===== config.mk =====
export PLATFORM = sky130hd
export DESIGN_NAME = freq_meter_50mhz
export DESIGN_NICKNAME = d
export VERILOG_FILES = /design/src/rtl/freq_meter_pkg.sv /design/src/rtl/sig_edge_detect.sv /design/src/rtl/freq_meter_50mhz.sv
export SDC_FILE = /design/constraint.sdc
export NUM_CORES = 1
export LEC_CHECK = 0
export BUFFER_PORTS_ARGS = -buffer_cell sky130_fd_sc_hd__buf_2
export CORE_AREA = 3 3 90 113
export CTS_CLUSTER_DIAMETER = 80
export DETAILED_ROUTE_END_ITERATION = 10
export DIE_AREA = 0 0 93 116
export PLACE_DENSITY = 0.63
export SLEW_MARGIN = 20
export SYNTH_ARGS = -nofsm -noshare
export SYNTH_HDL_FRONTEND = slang
export SYNTH_HIERARCHICAL = 1
export SYNTH_SLANG_ARGS = --single-unit

===== constraint.sdc =====
create_clock -name clock50 -period 8.6 [get_ports clock50]
set_input_delay 1.72 -clock clock50 [delete_from_list [all_inputs] [get_ports clock50]]
set_output_delay 1.72 -clock clock50 [all_outputs]
set_load 0.05 [all_outputs]

===== src/rtl/freq_meter_pkg.sv =====
// freq_meter_pkg: shared state encoding and default sizing for the gated frequency meter
package freq_meter_pkg;
  typedef enum logic [1:0] {IDLE = 2'd0, GATE = 2'd1, DONE = 2'd2} fm_state_t;
  localparam int FM_GATE_1S = 50000000;
  localparam int FM_CNT_W_DEFAULT = 26;
endpackage


===== src/rtl/sig_edge_detect.sv =====
// sig_edge_detect: rising-edge detector on sig_in, with a 2-flop synchronizer when FREQ_METER_SYNC_EN is defined
module sig_edge_detect (
  input  logic clock50,
  input  logic reset,
  input  logic sig_in,
  output logic rise
);
`ifdef FREQ_METER_SYNC_EN
  logic [1:0] sync;
  logic hist;
  always_ff @(posedge clock50)
    if (reset) begin
      sync <= '0;
      hist <= 1'b0;
    end else begin
      sync <= {sync[0], sig_in};
      hist <= sync[1];
    end
  assign rise = sync[1] & ~hist;
`else
  logic hist;
  always_ff @(posedge clock50)
    hist <= reset ? 1'b0 : sig_in;
  assign rise = sig_in & ~hist;
`endif
endmodule


===== src/rtl/freq_meter_50mhz.sv =====
// freq_meter_50mhz: counts sig_in rising edges over a GATE_CYCLES window of clock50 and reports the count
// Build option: define FREQ_METER_SYNC_EN to synchronize an asynchronous sig_in.
module freq_meter_50mhz
  import freq_meter_pkg::*;
#(
  parameter int GATE_CYCLES = FM_GATE_1S,
  parameter int CNT_W = FM_CNT_W_DEFAULT
) (
  input  logic             clock50,
  input  logic             reset,
  input  logic             sig_in,
  input  logic             start,
  input  logic             continuous,
  output logic             busy,
  output logic             valid,
  output logic [CNT_W-1:0] freq,
  output logic             overflow
);
  localparam int GW = GATE_CYCLES > 1 ? $clog2(GATE_CYCLES) : 1;
  fm_state_t state, state_nx;
  logic [GW-1:0] gate_cnt;
  logic [CNT_W-1:0] edge_cnt, edge_nx;
  logic ovf, ovf_nx, rise, arm, last, sat, clear;
  sig_edge_detect u_edge (
    .clock50(clock50),
    .reset  (reset),
    .sig_in (sig_in),
    .rise   (rise)
  );
  always_comb begin
    arm = start | continuous;
    last = state == GATE && gate_cnt == GW'(GATE_CYCLES - 1);
    sat = &edge_cnt;
    edge_nx = edge_cnt + CNT_W'(rise & ~sat);
    ovf_nx = ovf | (rise & sat);
    state_nx = state == IDLE ? (arm ? GATE : IDLE) :
               state == GATE ? (last ? DONE : GATE) :
               (arm ? GATE : IDLE);
    clear = state_nx == GATE && state != GATE;
  end
  always_ff @(posedge clock50)
    if (reset) begin
      state <= IDLE;
      gate_cnt <= '0;
      edge_cnt <= '0;
      ovf <= 1'b0;
      freq <= '0;
      overflow <= 1'b0;
    end else begin
      state <= state_nx;
      if (clear) begin
        gate_cnt <= '0;
        edge_cnt <= '0;
        ovf <= 1'b0;
      end else if (state == GATE) begin
        gate_cnt <= gate_cnt + GW'(1);
        edge_cnt <= edge_nx;
        ovf <= ovf_nx;
      end
      if (last) begin
        freq <= edge_nx;
        overflow <= ovf_nx;
      end
    end
  assign busy = state == GATE || state == DONE;
  assign valid = state == DONE;
endmodule


## Word-level counts from Yosys, hierarchy flattened

Index checks and enable logic that the tools add are counted.

| cells by class | value |
|---|---|
| eq/ne operators | 5 |
| divide/modulo/power cells | 0 |
| multiplexer cells | 4 |
| order comparisons | 0 |
| reduce and logical (&&, ||, !) cells | 6 |
| shifts and indexed selects | 0 |
| add/subtract/negate cells | 2 |
| $mul | 0 |
| bitwise logic cells | 7 |

Operators with widths:

| cell | count |
|---|---|
| $add A26 B1 Y26 const B | 1 |
| $add A26 B26 Y26 | 1 |
| $and A1 B26 Y26 | 1 |
| $eq A26 B26 Y1 const B | 1 |
| $not A1 Y26 | 1 |
| $reduce_and A26 Y1 | 1 |
| $mux W2 | 3 |
| $eq A2 B1 Y1 const B | 2 |
| $and A1 B1 Y1 | 2 |
| $eq A2 B2 Y1 const B | 1 |
| $logic_and A1 B1 Y1 | 2 |
| $logic_not A2 Y1 | 1 |
| $ne A2 B1 Y1 const B | 1 |
| $or A1 B1 Y1 | 2 |
| $reduce_or A2 Y1 | 1 |
| $logic_or A1 B1 Y1 | 1 |
| $mux W1 | 1 |
| $not A1 Y1 | 1 |

| word-level totals | value |
|---|---|
| logic and storage cells | 31 |
| memories | 0 |
| memory bits (writable) | 0 |
| latch bits | 0 |
| output and inout port bits | 29 |
| input bits | 5 |
| ROM bits | 0 |
| bits in registers | 83 |

## Depth between registers and ports, before layout

Gate-level depths: netlist of the first run.

| depth | value |
|---|---|
| depth after elaboration | 8 |
| gate-level depth with buffers | 15 |
| mapped depth without buffers | 11 |

## Modules after synthesis

Netlist of the first run, hierarchy kept.

By module, submodules not included:

| module | sequential area each (sq um) | cells each | area an instance (sq um) | times used |
|---|---|---|---|---|
| freq_meter_50mhz | 1641.6 | 462 | 3963.8 | 1 |
| sig_edge_detect | 20.0 | 3 | 47.5 | 1 |

## Worst setup path after synthesis of the first run

OpenSTA, ideal clock, no wires.

| path | value |
|---|---|
| path kind | input port to flip-flop |
| start | input sig_in |
| end | register edge_cnt[12] |
| stages | 10 |
| library setup time | 0.072 ns |
| required time | 8.528 ns |
| path buffers | 2 |
| arrival | 3.533 ns |
| setup slack | 4.996 ns |
| cells stage by stage | nor2b_4 > a21boi_0 > ha_1 > ha_1 > buf_2 > nand2_1 > or3_1 > clkbuf_1 > or3_1 > a21oi_1 |

| between the ends | value |
|---|---|
| word-level cells in the longest chain between the ends | 3 |

RTL lines:

| what | line | text |
|---|---|---|
| start, declared | freq_meter_50mhz.sv:11 | `input logic sig_in,` |
| $and A1 B1 Y1 | sig_edge_detect.sv:24 | `assign rise = sig_in & ~hist;` |
| $and A1 B26 Y26 | freq_meter_50mhz.sv:34 | `edge_nx = edge_cnt + CNT_W'(rise & ~sat);` |
| $add A26 B26 Y26 | freq_meter_50mhz.sv:34 |  |
| end signal, assigned | freq_meter_50mhz.sv:57 | `edge_cnt <= edge_nx;` |
| end, declared | freq_meter_50mhz.sv:22 | `logic [CNT_W-1:0] edge_cnt, edge_nx;` |

Every way passes these cells.
A chain may end at the register's enable or synchronous reset.

## Worst setup path in the final report of the first run

| path | value |
|---|---|
| start | input sig_in |
| end | register edge_cnt[12] |

| between the ends | value |
|---|---|
| word-level cells in the longest chain between the ends | 3 |

RTL lines:

| what | line | text |
|---|---|---|
| $and A1 B1 Y1 | sig_edge_detect.sv:24 |  |
| via rise | freq_meter_50mhz.sv:23 | `logic ovf, ovf_nx, rise, arm, last, sat, clear;` |
| $and A1 B26 Y26 | freq_meter_50mhz.sv:34 |  |
| $add A26 B26 Y26 | freq_meter_50mhz.sv:34 |  |

The timed path passes the listed nets, and every way through them passes these cells.

==> key figures, run 1 <==
Synthesis
  – Share of flip-flops with an asynchronous set or reset: 0
  – Area fraction of the dominant cell type after synthesis: 0.414
  – Top-count cell post-synth: dfxtp_1
  – Synthesized cell area: 4010 um^2
  – Synthesized area per cell: 8.63 um^2
  – Main area contributors after synthesis: dfxtp_1 41%, xnor2_1 9.4%, nor2_1 7.0%, xor2_1 5.2%, nand2_1 4.4%
  – Sequential-to-total area share from yosys stat: 0.414
  – Commonest register cell after synthesis: dfxtp_1
  – Cell taking the most area after synthesis: dfxtp_1
  – Number of distinct library cells after synthesis: 46
  – Syn. warnings: 6
  – Post-synthesis cell count: 465
  – Post-synth EDFFs: 0
  – Top cells by count, synth: 83 x dfxtp_1, 75 x nor2_1, 47 x nand2_1, 43 x xnor2_1, 24 x xor2_1
  – Syn Nets: 476
  – Number of synthesized register bits: 83

Die
  – Area of the core: 9170 um^2
  – Row count: 39
  – Die height: 116 um
  – I/O pins: 34
  – Die area: 10800 um^2
  – Initial Util: 0.437
  – Die W: 93 um

GRT
  – Initial antenna violation count: 0
  – First-pass GRT wire length: 14.2 mm
  – GRT Total Usage: 0.164
  – Vias in the first global route: 3036
  – GRT Residual Overflow: 0
  – Largest net degree at the start of global routing: 54

Clocking
  – Worst-Skew Late Latency: 340 ps
  – Postcts setup bufs: 0
  – TritonCTS clock tree: built
  – Reg clk slew, reported paths: 60 ps
  – Post-CTS Hold Fix Bufs: 0
  – # resized after CTS: 0
  – CTS root buffer: clkbuf_16
  – Total CTS buffers: 9
  – Deepest clock path buffer count: 2
  – CTS sink count: 83
  – H-tree levels: 3

Timing
  – Hold Vio Cnt, Final: 0
  – Pins Over Slew Limit: 0
  – Period utilization: 0.416
  – Post-Route Skew: 7.34 ps
  – Hold slack final: 448 ps
  – Slew @ Worst Pin: 782 ps
  – Setup TNS: 0 ps
  – Final setup vio count: 0
  – RSZ-0062 raised after global routing: false
  – Relative slew slack: 0.475
  – Fmax: 0.279 GHz
  – Minimum clock period: 3580 ps

Critical path
  – CP startpoint: sig_in
  – Worst setup SP type: input port
  – WP data required: 8860 ps
  – Cells along the critical path: buf_2, nor2b_4, a21boi_0, ha_1, ha_1, nand2_1, or3_1, or3_1, a21oi_1
  – Setup crit end kind: register
  – Worst Setup Path Type: in -> reg
  – Slowest cell on crit path: or3_1
  – Crit-path max FO: 9
  – Worst Path Arrival: 3850 ps
  – Critical R2R Launch: edge_cnt[2]
  – Worst path max stage delay: 450 ps

Placed design
  – GPL Wtd Cong: 0.813
  – DP HPWL: 5.70 mm
  – Placed insts: 597
  – Number of port buffers: 33
  – Area post-placement: 4230 um^2

Outcome
  – Status: finished clean

Detailed routing
  – Via count: 3133
  – DR vias/cell: 5.11
  – Post-DR wirelength/cell: 13.3 um
  – Post-route ant nets: 0
  – 1st-pass router iterations: 4
  – Residual DRC: 0
  – Initial drt markers: 162
  – Final wirelength: 8.13 mm

Layout
  – Antenna fix cells: 0
  – Fin cells: 613
  – Fraction of final layout cells sized beyond drive strength 1: 0.133
  – Fin area: 4500 um^2
  – Nets: 496
  – Area grow syn2layout: 12.3%

Power and ir drop
  – Sequential power share: 0.507
  – NetSw: 160 uW
  – Sw frac: 0.209
  – Power Density: 169 nW/um^2
  – Proportion of power drawn by combinational gates: 0.027
  – Internal power: 603 uW
  – Clock share of power: 0.466
  – Max IR drop VDD: 84.2 uV
  – Leak pwr: 0.00151 uW

Run
  – Max-Cap Viols: 0

Hold path
  – Hold_sp: freq[3]
  – HP Class: reg -> reg
## per-layer routing
| layer | part of all wire | track usage | vias up | routed length (um) |
|---|---|---|---|---|
| met4 | 0.014 | 0.0616 | 0 | 116 |
| met5 | 0 | 0 | - | 0 |
| met3 | 0.032 | 0.0396 | 11 | 262 |
| met2 | 0.50 | 0.286 | 36 | 4030 |
| met1 | 0.46 | 0.195 | 1459 | 3720 |
| li1 | - | - | 1627 | - |
## power by group through the flow
stage	Clock (uW)	Sequential, uW	Combinational (uW)
finish	356	387	20.6
global route	382	387	22.7
CTS	366	387	21.0
detailed placement	0	395	20.9
global placement	0	395	20.5
floorplan	0	395	14.7
## worst paths after layout
kind / slack (ps) / depth (start not counted) / to
worst max-delay path: 5020 / 9 / edge_cnt[12]
worst min-delay path: 450 / 2 / freq[3]
worst max register to register: 5450 / 11 / freq[22]
worst min register to register: 450 / 2 / freq[3]
## state kept, by name, indices dropped and copies added (netlist names)
name / count
state: 2
gate_cnt: 26
ovf: 1
overflow: 1
u_edge/hist: 1
edge_cnt: 26
freq: 26
## final cells by class
| cell class | instances | area [um^2] |
|---|---|---|
| well taps | 123 | 154 |
| multi-input cells | 347 | 2200 |
| clock inverters | 1 | 7.51 |
| clock buffers | 15 | 268 |
| fillers | 908 | 4670 |
| flip-flops and latches | 83 | 1660 |
| repair buffers | 36 | 188 |
| inverters | 8 | 30.0 |
## through the flow
step / utilization / power (uW) / setup WS, ps
floorplan: - / 410 / 5000
global placement: 0.461 / 416 / 4780
detailed placement: 0.461 / 416 / 4680
CTS: 0.491 / 774 / 5040
global route: 0.491 / 791 / 4880
finish: 0.491 / 763 / 5020
## logic make-up after synthesis
group / Yosys count / share of synthesized area
xor+xnor: 67 / 0.146
simple gates: 228 / 0.302
fa+ha+maj: 6 / 0.0187
compound gates: 42 / 0.0680
flops: 83 / 0.414
mux: 4 / 0.00998
buf+inv: 35 / 0.0412
## critical path: cells and delay by family
| family | cells | cell delay (ps) |
|---|---|---|
| fa+ha+maj | 2 | 490 |
| compound gates | 2 | 330 |
| buf+inv | 1 | 90 |
| simple gates | 4 | 1210 |
## layout by cell type, fill, tap and decap left out, types with 15 or more instances in the layout
master,synthesis,routed
nor3_1,16,16
nand2_1,47,47
buf_2,11,33
nand4_1,15,15
nand3_1,19,19
xor2_1,24,24
nor2_1,75,75
xnor2_1,43,43
a21oi_1,17,17
dfxtp_1,83,83
(Power assumes the default switching activity.)
==> run 2: changes to the inputs <==
Clock period 8.6 ns to 3.7 ns, I/O delays scaled along.
==> run 2 against run 1 <==
Net effect: global-route usage increased by 0.079 points; worst hold slack got worse by 0.87 ps; routed wire length increased by 2.0%; core utilization increased by 0.30 points; non-clock buffer count increased by 1; first-iteration DRC count decreased by 33%; critical endpoint is now freq[22].
==> key figures, run 2 (same netlist as run 1, synthesis figures left out) <==
Outcome
  – Status: finished clean (unchanged)

Critical path
  – Buf/Inv on CP: 0 (was 1)
  – Critical R2R Launch: edge_cnt[2] (unchanged)
  – WP data required: 3950 ps (was 8860 ps)
  – Critical path's top delay family: simple AND/OR/NAND/NOR gates (unchanged)
  – Crit-path max FO: 10 (was 9)
  – Worst Setup Path Type: reg -> reg (was in -> reg)
  – Worst R2R End: freq[22] (unchanged)
  – Reg2reg path depth: 11 (unchanged)
  – Worst path most repeated cell: and4_1
  – Slowest cell on crit path: dfxtp_1 (was or3_1)
  – Setup crit end kind: register (unchanged)
  – Worst Path Arrival: 3330 ps (was 3850 ps)
  – Worst setup SP type: register (was input port)
  – CP startpoint: edge_cnt[2] (was sig_in)
  – Cells along the critical path: and4_1, nand4_4, nor2_1, a21boi_0, ha_1, ha_1, and4_1, and4_1, nor2b_1, xnor2_1, a211oi_1 (was buf_2, nor2b_4, a21boi_0, ha_1, ha_1, nand2_1, or3_1, or3_1, a21oi_1)
  – R2r setup slk: 620 ps (was 5450 ps)
  – Worst path max stage delay: 490 ps (was 450 ps)

Timing
  – Post-Route Skew: 4.94 ps (was 7.34 ps)
  – Fmax: 0.325 GHz
  – RSZ-0062 raised after global routing: false (unchanged)
  – Hold Vio Cnt, Final: 0 (unchanged)
  – Slew @ Worst Pin: 702 ps (was 782 ps)
  – Minimum clock period: 3080 ps
  – Period utilization: 0.831
  – Final setup vio count: 0 (unchanged)
  – Pins Over Slew Limit: 0 (unchanged)
  – Relative slew slack: 0.528 (was 0.475)
  – Setup TNS: 0 ps (unchanged)

Detailed routing
  – 1st-pass router iterations: 4 (unchanged)
  – Residual DRC: 0 (unchanged)
  – Post-DR wirelength/cell: 13.5 um (was 13.3 um)
  – Via count: 3162 (was 3133)
  – Final wirelength: 8.29 mm (was 8.13 mm)
  – Post-route ant nets: 0 (unchanged)
  – DR vias/cell: 5.16 (was 5.11)
  – Initial drt markers: 109 (was 162)

Clocking
  – Deepest clock path buffer count: 2 (unchanged)
  – H-tree levels: 3 (unchanged)
  – Post-CTS Hold Fix Bufs: 0 (unchanged)
  – Total CTS buffers: 9 (unchanged)
  – TritonCTS clock tree: built (unchanged)
  – CTS root buffer: clkbuf_16 (unchanged)
  – CTS sink count: 83 (unchanged)
  – Postcts setup bufs: 0 (unchanged)
  – # resized after CTS: 0 (unchanged)
  – Reg clk slew, reported paths: 60 ps (about the same)
  – Worst-Skew Late Latency: 340 ps (about the same)

Run
  – Max-Cap Viols: 0 (unchanged)

Layout
  – Nets: 497 (was 496)
  – Commonest non-fill, non-tap cell in the layout: dfxtp_1 (unchanged)
  – Area grow syn2layout: 13.0% (was 12.3%)
  – Largest registers: edge_cnt x26, freq x26, gate_cnt x26 (unchanged)
  – Antenna fix cells: 0 (unchanged)
  – Core Util, Final: 0.494 (was 0.491)
  – Most frequent cells in the layout: 83 x dfxtp_1, 75 x nor2_1, 47 x nand2_1, 43 x xnor2_1, 33 x buf_2 (unchanged)
  – Fraction of final layout cells sized beyond drive strength 1: 0.137 (was 0.133)
  – Fin area: 4530 um^2 (was 4500 um^2)

Placed design
  – Number of port buffers: 33 (unchanged)
  – DP HPWL: 5.85 mm (was 5.70 mm)
  – Area post-placement: 4240 um^2 (was 4230 um^2)
  – GPL Wtd Cong: 0.866 (was 0.813)

Hold path
  – Hold Crit Depth: 2 (unchanged)
  – Hold path endpoint: freq[5] (was freq[3])
  – HP Class: reg -> reg (unchanged)
  – Hold_sp: freq[5] (was freq[3])

Die
  – I/O pins: 34 (unchanged)
  – Die area: 10800 um^2 (unchanged)
  – Die height: 116 um (unchanged)
  – Row count: 39 (unchanged)
  – Initial Util: 0.437 (unchanged)
  – Area of the core: 9170 um^2 (unchanged)
  – Die W: 93 um (unchanged)

GRT
  – GRT Total Usage: 0.165 (was 0.164)
  – Most Crowded Layer GR: met2 (unchanged)
  – GR met3 Demand/Resource: 0.0377 (was 0.0396)
  – GRT Residual Overflow: 0 (unchanged)
  – Initial antenna violation count: 0 (unchanged)
  – Vias in the first global route: 3101 (was 3036)
  – Largest net degree at the start of global routing: 36 (was 54)
  – M1 GR Usage: 0.194 (was 0.195)
  – First-pass GRT wire length: 14.2 mm (about the same)
  – Met2 GRT Util: 0.285 (was 0.286)

Power and ir drop
  – Power Density: 405 nW/um^2 (was 169 nW/um^2)
  – Power Total: 1840 uW (was 763 uW)
  – Max IR drop VDD: 226 uV (was 84.2 uV)
  – Leak pwr: 0.00153 uW (was 0.00151 uW)
==> run 2: cell count changes in the layout (fill, tap and decap cells not counted), sizes merged <==
cell and delta:
bufinv +1, buf +1, clkinvlp -1, clkinv +1
clkbuf -2
==> run 2: through the flow <==
| stage | std cells | hold slack, ps | setup slack (ps) |
|---|---|---|---|
| finish | 613 | 447 | 625 |
| global route | 613 | 467 | 343 |
| CTS | 613 | 450 | 624 |
| detailed placement | 598 | 445 | 649 |
| global placement | 598 | 439 | 779 |
| floorplan | 465 | 441 | 993 |
==> run 2: power breakdown <==
group	internal [uW]	switching [uW]	total [uW]
logic	14.1	34.6	48.7
registers	897	1.99	899
clock network	555	334	889
total	1470	371	1840
==> run 2: tightest hold or removal path, cell delays in order, from the launching register on <==
cell	delay (ps)
dfxtp_1	300
nand2_1	50
a21oi_1	50
==> run 2: layout make-up <==
cell class,count,area (um^2)
multi-input combinational,347,2200
inverter,8,30.0
fill,914,4640
tap,123,154
clock buffer,13,260
timing repair buffer,37,195
clock inverter,2,35.0
sequential,83,1660
==> run 2: metal layers <==
layer,wire length [um],share of wire
met1,3800,0.46
met2,4010,0.48
met3,314,0.038
met4,168,0.020
met5,0,0
==> run 2: how the worst max path moves through the flow <==
stage	end	slack, ps	cells past startpoint
finish	freq[22]	620	11
CTS	freq[22]	620	11
floorplan	edge_cnt[12]	990	14
global route	freq[22]	340	11
global placement	freq[22]	780	11
detailed placement	freq[22]	650	11
